[config.mk]
export PLATFORM = sky130hd
export DESIGN_NAME = uart_tx_arbiter
export DESIGN_NICKNAME = d
export VERILOG_FILES = /design/src/rtl/uart_tx_arbiter.sv
export SDC_FILE = /design/constraint.sdc
export NUM_CORES = 1
export LEC_CHECK = 0
export CAP_MARGIN = 20
export CORE_ASPECT_RATIO = 2
export CORE_UTILIZATION = 32
export DETAILED_ROUTE_END_ITERATION = 8
export HOLD_SLACK_MARGIN = 0.08
export SYNTH_ARGS = -nofsm -noshare
export SYNTH_HDL_FRONTEND = slang
export SYNTH_SLANG_ARGS = --single-unit
[constraint.sdc]
create_clock -name clk -period 4.7 [get_ports clk]
set_input_delay 0.94 -clock clk [delete_from_list [all_inputs] [get_ports clk]]
set_output_delay 0.94 -clock clk [all_outputs]
set_load 0.1 [all_outputs]
[src/rtl/uart_tx_arbiter.sv]
// Round-robin arbiter sharing one UART transmitter between NUM_REQ byte sources,
// with bounded bursts and a baud divisor that only updates between frames.
// Optional per-requester accepted-byte counters are enabled by defining ARB_STATS_EN.
module uart_tx_arbiter #(
    parameter int unsigned NUM_REQ   = 4,
    parameter int unsigned DATA_W    = 8,
    parameter int unsigned MAX_BURST = 4,
    parameter int unsigned DIV_W     = 32,
    parameter int unsigned DIV_RESET = 651
) (
    input  logic                        clk,
    input  logic                        areset_n,
    input  logic [NUM_REQ-1:0]          req_valid,
    input  logic [NUM_REQ*DATA_W-1:0]   req_data,
    output logic [NUM_REQ-1:0]          req_ready,
    output logic [NUM_REQ-1:0]          grant,
    output logic [DATA_W-1:0]           uart_tx_data,
    output logic                        uart_tx_start,
    input  logic                        uart_tx_busy,
    input  logic                        cfg_div_wr,
    input  logic [DIV_W-1:0]            cfg_div,
    output logic [DIV_W-1:0]            divisor,
    output logic                        div_pending
`ifdef ARB_STATS_EN
    ,
    input  logic [$clog2(NUM_REQ)-1:0]  stat_sel,
    output logic [15:0]                 stat_count
`endif
);

    localparam int unsigned IDX_W   = $clog2(NUM_REQ);
    localparam int unsigned BURST_W = 4;

    typedef enum logic [1:0] {
        IDLE,
        LOAD,
        WAIT_BUSY,
        WAIT_DONE
    } state_t;

    state_t               state, state_d;
    logic [NUM_REQ-1:0]   grant_d;
    logic [IDX_W-1:0]     gidx, gidx_d;
    logic [IDX_W-1:0]     ptr, ptr_d;
    logic [IDX_W-1:0]     pick, next_ptr;
    logic                 pick_vld;
    logic [BURST_W-1:0]   burst, burst_d, burst_inc;
    logic [DATA_W-1:0]    tx_data_d;
    logic                 tx_start_d;
    logic [DIV_W-1:0]     divisor_d;
    logic [DIV_W-1:0]     shadow, shadow_d;
    logic                 div_pending_d;
    logic                 gvalid;
    logic [DATA_W-1:0]    gdata;

    // First requesting index at or above the rr pointer, with wrap
    always_comb begin
        pick     = '0;
        pick_vld = 1'b0;
        for (int unsigned i = 0; i < NUM_REQ; i++) begin
            if (!pick_vld && req_valid[IDX_W'((32'(ptr) + i) % NUM_REQ)]) begin
                pick_vld = 1'b1;
                pick     = IDX_W'((32'(ptr) + i) % NUM_REQ);
            end
        end
    end

    always_comb begin
        gvalid    = req_valid[gidx];
        gdata     = req_data[32'(gidx) * DATA_W +: DATA_W];
        next_ptr  = (gidx == IDX_W'(NUM_REQ - 1)) ? '0 : gidx + IDX_W'(1);
        burst_inc = burst + BURST_W'(1);
        req_ready = (state == LOAD) ? (grant & {NUM_REQ{gvalid}}) : '0;
    end

    always_comb begin
        state_d       = state;
        grant_d       = grant;
        gidx_d        = gidx;
        ptr_d         = ptr;
        burst_d       = burst;
        tx_data_d     = uart_tx_data;
        tx_start_d    = 1'b0;
        divisor_d     = divisor;
        shadow_d      = shadow;
        div_pending_d = div_pending;

        case (state)
            IDLE: begin
                // A pending divisor wins over new grants so it lands on an idle line
                if (div_pending && !uart_tx_busy) begin
                    divisor_d     = shadow;
                    div_pending_d = 1'b0;
                end else if (pick_vld && !uart_tx_busy) begin
                    grant_d = NUM_REQ'(1) << pick;
                    gidx_d  = pick;
                    burst_d = '0;
                    state_d = LOAD;
                end
            end
            LOAD: begin
                if (gvalid) begin
                    tx_data_d  = gdata;
                    tx_start_d = 1'b1;
                    state_d    = WAIT_BUSY;
                end else begin
                    grant_d = '0;
                    ptr_d   = next_ptr;
                    state_d = IDLE;
                end
            end
            WAIT_BUSY: begin
                if (uart_tx_busy) begin
                    state_d = WAIT_DONE;
                end
            end
            WAIT_DONE: begin
                if (!uart_tx_busy) begin
                    burst_d = burst_inc;
                    if (burst_inc == BURST_W'(MAX_BURST) || !gvalid || div_pending) begin
                        grant_d = '0;
                        ptr_d   = next_ptr;
                        state_d = IDLE;
                    end else begin
                        state_d = LOAD;
                    end
                end
            end
            default: begin
                state_d = IDLE;
            end
        endcase

        // Writes after the apply decision so a same-cycle write stays pending
        if (cfg_div_wr && (cfg_div != '0)) begin
            shadow_d      = cfg_div;
            div_pending_d = 1'b1;
        end
    end

    always_ff @(posedge clk or negedge areset_n) begin
        if (!areset_n) begin
            state         <= IDLE;
            grant         <= '0;
            gidx          <= '0;
            ptr           <= '0;
            burst         <= '0;
            uart_tx_data  <= '0;
            uart_tx_start <= 1'b0;
            divisor       <= DIV_W'(DIV_RESET);
            shadow        <= '0;
            div_pending   <= 1'b0;
        end else begin
            state         <= state_d;
            grant         <= grant_d;
            gidx          <= gidx_d;
            ptr           <= ptr_d;
            burst         <= burst_d;
            uart_tx_data  <= tx_data_d;
            uart_tx_start <= tx_start_d;
            divisor       <= divisor_d;
            shadow        <= shadow_d;
            div_pending   <= div_pending_d;
        end
    end

`ifdef ARB_STATS_EN
    logic [15:0] stat_cnt [NUM_REQ];

    // Saturating accepted-byte counters
    always_ff @(posedge clk or negedge areset_n) begin
        if (!areset_n) begin
            for (int unsigned i = 0; i < NUM_REQ; i++) begin
                stat_cnt[i] <= '0;
            end
        end else begin
            for (int unsigned i = 0; i < NUM_REQ; i++) begin
                if (req_ready[i] && req_valid[i] && (stat_cnt[i] != 16'hFFFF)) begin
                    stat_cnt[i] <= stat_cnt[i] + 16'd1;
                end
            end
        end
    end

    assign stat_count = stat_cnt[stat_sel];
`endif

endmodule

* Yosys cells after proc, flatten, opt, wreduce, memory -nomap -nowiden
Cells that the tools add are included.
W data, S select, Z words.
** Operators by class
- Add/subtract/negate cells :: 5
- Magnitude comparators :: 5
- Eq/ne operators :: 11
- Shifts and indexed selects :: 2
- Multiplexer cells :: 46
- Bitwise operators :: 2
- Reductions and logical operators :: 28
** Operators by type and width (number)
- $mux W4 :: 9
- $reduce_bool A32 Y1 :: 1
- $shiftx A32 B6 Y8 :: 1
- $mux W2 :: 13
- $lt A2 B3 Y1 const B :: 5
- $mux W1 :: 15
- $ne A2 B2 Y1 const B :: 6
- $pmux W4 S3 :: 1
- $reduce_and A4 Y1 :: 3
- $bmux W1 S2 :: 5
- $pmux W2 S4 :: 1
- $pmux W4 S2 :: 1
- $reduce_bool A2 Y1 :: 4
- $eq A2 B2 Y1 const B :: 3
- $logic_and A1 B1 Y1 :: 6
- $reduce_and A2 Y1 :: 3
- $reduce_and A6 Y1 :: 1
- $logic_not A1 Y1 :: 5
- $add A2 B1 Y2 const B :: 2
- $add A2 B2 Y2 const B :: 2
- $add A4 B1 Y4 const B :: 1
- $and A4 B4 Y4 :: 1
- $eq A4 B3 Y1 const B :: 1
- $pmux W2 S2 :: 1
- other kinds (7) :: 8
** Word-level totals
- Flip-flop bits (word level) :: 88
- Input port bits :: 72
- Logic and storage cells :: 109

* Depth between registers and ports, before layout
- Depth in word-level cells :: 16
- Depth in mapped cells :: 6

* Least setup slack after synthesis
No wires, ideal clock.
- Path type :: input port to output port
- Start :: input req_valid[2]
- End :: output req_ready[2]
- Data arrival time :: 2379 ps
- Data required time :: 3760 ps
- Setup slack :: 1381 ps
- Cell stages on the path :: 5
- Path buffers :: 1
- Cell sequence :: mux4_2 -> and2_4 -> nor2b_4 -> buf_6 -> and2_1
** Between the ends
- Cells in the longest elaborated chain, start to end :: 4
** RTL lines
- start: declaration :: line 13 : input logic [NUM_REQ-1:0] req_valid,
- $bmux W1 S2 :: line 69 : gvalid = req_valid[gidx];
- $mux W1 (implied by the code) :: line 69
- $and A4 B4 Y4 :: line 73 : req_ready = (state == LOAD) ? (grant & {NUM_REQ{gvalid}}) : '0;
- $mux W4 :: line 73
- end: declaration :: line 15 : output logic [NUM_REQ-1:0] req_ready,
Every way passes these cells. The select of a mux whose other input is x is not followed.

* Worst setup path in the final report
- Start :: input req_valid[1]
- End :: output req_ready[3]
The elaborated chain is that of the path after synthesis.

==> metrics.yaml <==
vias: 2704
slew_headroom_pct: 28.11
final_area_mm2: 0.005554
io_buffers: 121
slew_violations: 0
die_x_um: 79.99
synth-async-reset-ratio_pct: 100.0
start_util_pct: 33.07
mostFrequentLayoutCells: "clkdlybuf4s50_1 (116), dfrtp_1 (83), mux2_2 (75), nor4_1 (9), clkbuf_16 (9)"
cts_hold_buf: 0
track_usage_pct: 15.57
io_pins: 122
synth.avg_cell_area_um2: 14.58
wl_per_cell_um: 16.86
overflow: 0
hold_class: "flip-flop to flip-flop"
cts_max_level: 3
synth_seq_cells: 88
cts_tree: "done"
die_area_mm2: 0.01264
finalHoldViolCount: 0
final_layout_size_suffix_gt1_share_pct: 28.46
layout_commonest_cell: "clkdlybuf4s50_1"
syn2layout_area_growth_pct: 42.69
setup_viol: 0
yosysTopAreaCell: "dfrtp_1"
clockBufferDepth: 2
outcome: "completed"
diodes: 0
cts_made_buffers: 9
synth_edf_count: 0
setup.worst_path.end_class: "primary output"
clock-sinks: 88
placed_area_mm2: 0.005250
period_needed_ps: 3697
crit_fanout: 13
dp_hpwl_mm: 6.934
final_antenna_net_count: 0
netlist_area_mm2: 0.003892
synth_nets: 342
synth.distinct_cells: 41
finish.net_count: 467
rsz0062_at_grt: "no"
cp.required_ps: 3760
grt_max_degree: 62
drtIter0Drc: 86
timing.final.crit_share_pct: 78.67
max_freq_mhz: 270.5
grt_pass1_vias: 2812
worst-setup-path-type: "primary input to primary output"
post_cts_buffers: 0
clkSlewWorstSetupHoldPaths_ps: 60
clock_skew_ps: 7.053
synth_top_area_share_pct: 53.36
routed_wl_mm: 9.137
finalCoreUtilization_pct: 47.18
ctsResizeCount: 0
drt_first_pass_iters: 4
drv_cap: 0
cp_data_arrival_time_ps: 2760
tns_ps: 0
worst_pin_slew_ps: 1075
antenna_found_initial: 0
clk_latency_ps: 340
die_y_um: 158.0
gp_congestion: 0.8076
rows: 56
yosysWarnings: 0
coreArea_mm2: 0.01177
syn-instance-count: 267
seq_area_frac_synth_pct: 56.73
drc: 0
ys_top_cells_by_area: "dfrtp_1 (53%), mux2_2 (22%), mux4_1 (5.4%), dfstp_2 (3.4%), nor4_1 (1.4%)"
root_buffer: "clkbuf_16"
synthFlopType: "dfrtp_1"
whs_ps: 503.5
via_per_inst: 4.989
cp-start-kind: "primary input"
grt_pass1_wl_mm: 14.48
path summary, 6_finish.rpt:
kind	from	end	slack [ps]	cells after the start
worst max register to register	state[0]	divisor[25]	2460	3
worst min-delay path	shadow[4]	divisor[4]	500	1
worst min register to register	shadow[4]	divisor[4]	500	1
min in group asynchronous	areset_n	uart_tx_data[2]	680	1
max in group asynchronous	areset_n	divisor[0]	3110	2
worst max-delay path	req_valid[1]	req_ready[3]	1000	6
layout make-up:
| type | instances | area, um^2 |
|---|---|---|
| Fill cell | 1089 | 6217 |
| Sequential cell | 88 | 2208 |
| Multi-Input combinational cell | 162 | 1617 |
| Timing Repair Buffer | 123 | 1214 |
| Clock buffer | 9 | 225.2 |
| Tap cell | 145 | 181.4 |
| Clock inverter | 7 | 78.83 |
| Inverter | 8 | 30.03 |
metrics by stage:
stage | setup WS [ps] | instances
global route | 893.6 | 542
finish | 1003 | 542
CTS | 982.6 | 542
detailed placement | 879.1 | 526
global placement | 1024 | 526
floorplan | 1381 | 267
synthesized netlist by cell type (all sizes together) (2+ instances only):
master,count
nand2b,4
a21oi,8
dfstp,5
mux4,9
o21ai,4
ha,3
buf,8
nor4,9
a21boi,2
nor2,8
mux2,75
inv,8
o22ai,6
a311oi,2
and2,5
nor2b,3
nand4,3
nand2,5
dfrtp,83
and3,2
critical path: stages:
cell and delay [ps]:
clkdlybuf4s50_1 570, mux4_2 280, and2_4 160, nor2b_4 320, and2_2 200, buf_4 280
layer usage:
| layer | vias to the layer above | part of all wire (%) | global-route usage, % |
|---|---|---|---|
| li1 | 1252 | - | - |
| met1 | 1351 | 36 | 16.08 |
| met2 | 81 | 56 | 28.45 |
| met3 | 20 | 4.8 | 3.170 |
| met4 | 0 | 3.7 | 8.844 |
| met5 | - | 0 | 0 |
kinds of logic after synthesis:
family | synth area share [%]
buffers and inverters | 2.218
and+or+nand+nor | 7.650
muxes | 27.68
adders and majority gates | 0.9644
AOI/OAI and AO/OA | 4.758
DFF | 56.73
registers in the layout, indices dropped and copies added, names as in the netlist, named ones only:
name / cells
shadow: 32
uart_tx_start: 1
uart_tx_data: 8
div_pending: 1
burst: 4
divisor: 32
gidx: 2
state: 1
grant: 4
ptr: 2
Power is left out: the tool's default activity adds up to more than one toggle a clock period on the data nets, which glitch-free logic cannot reach.
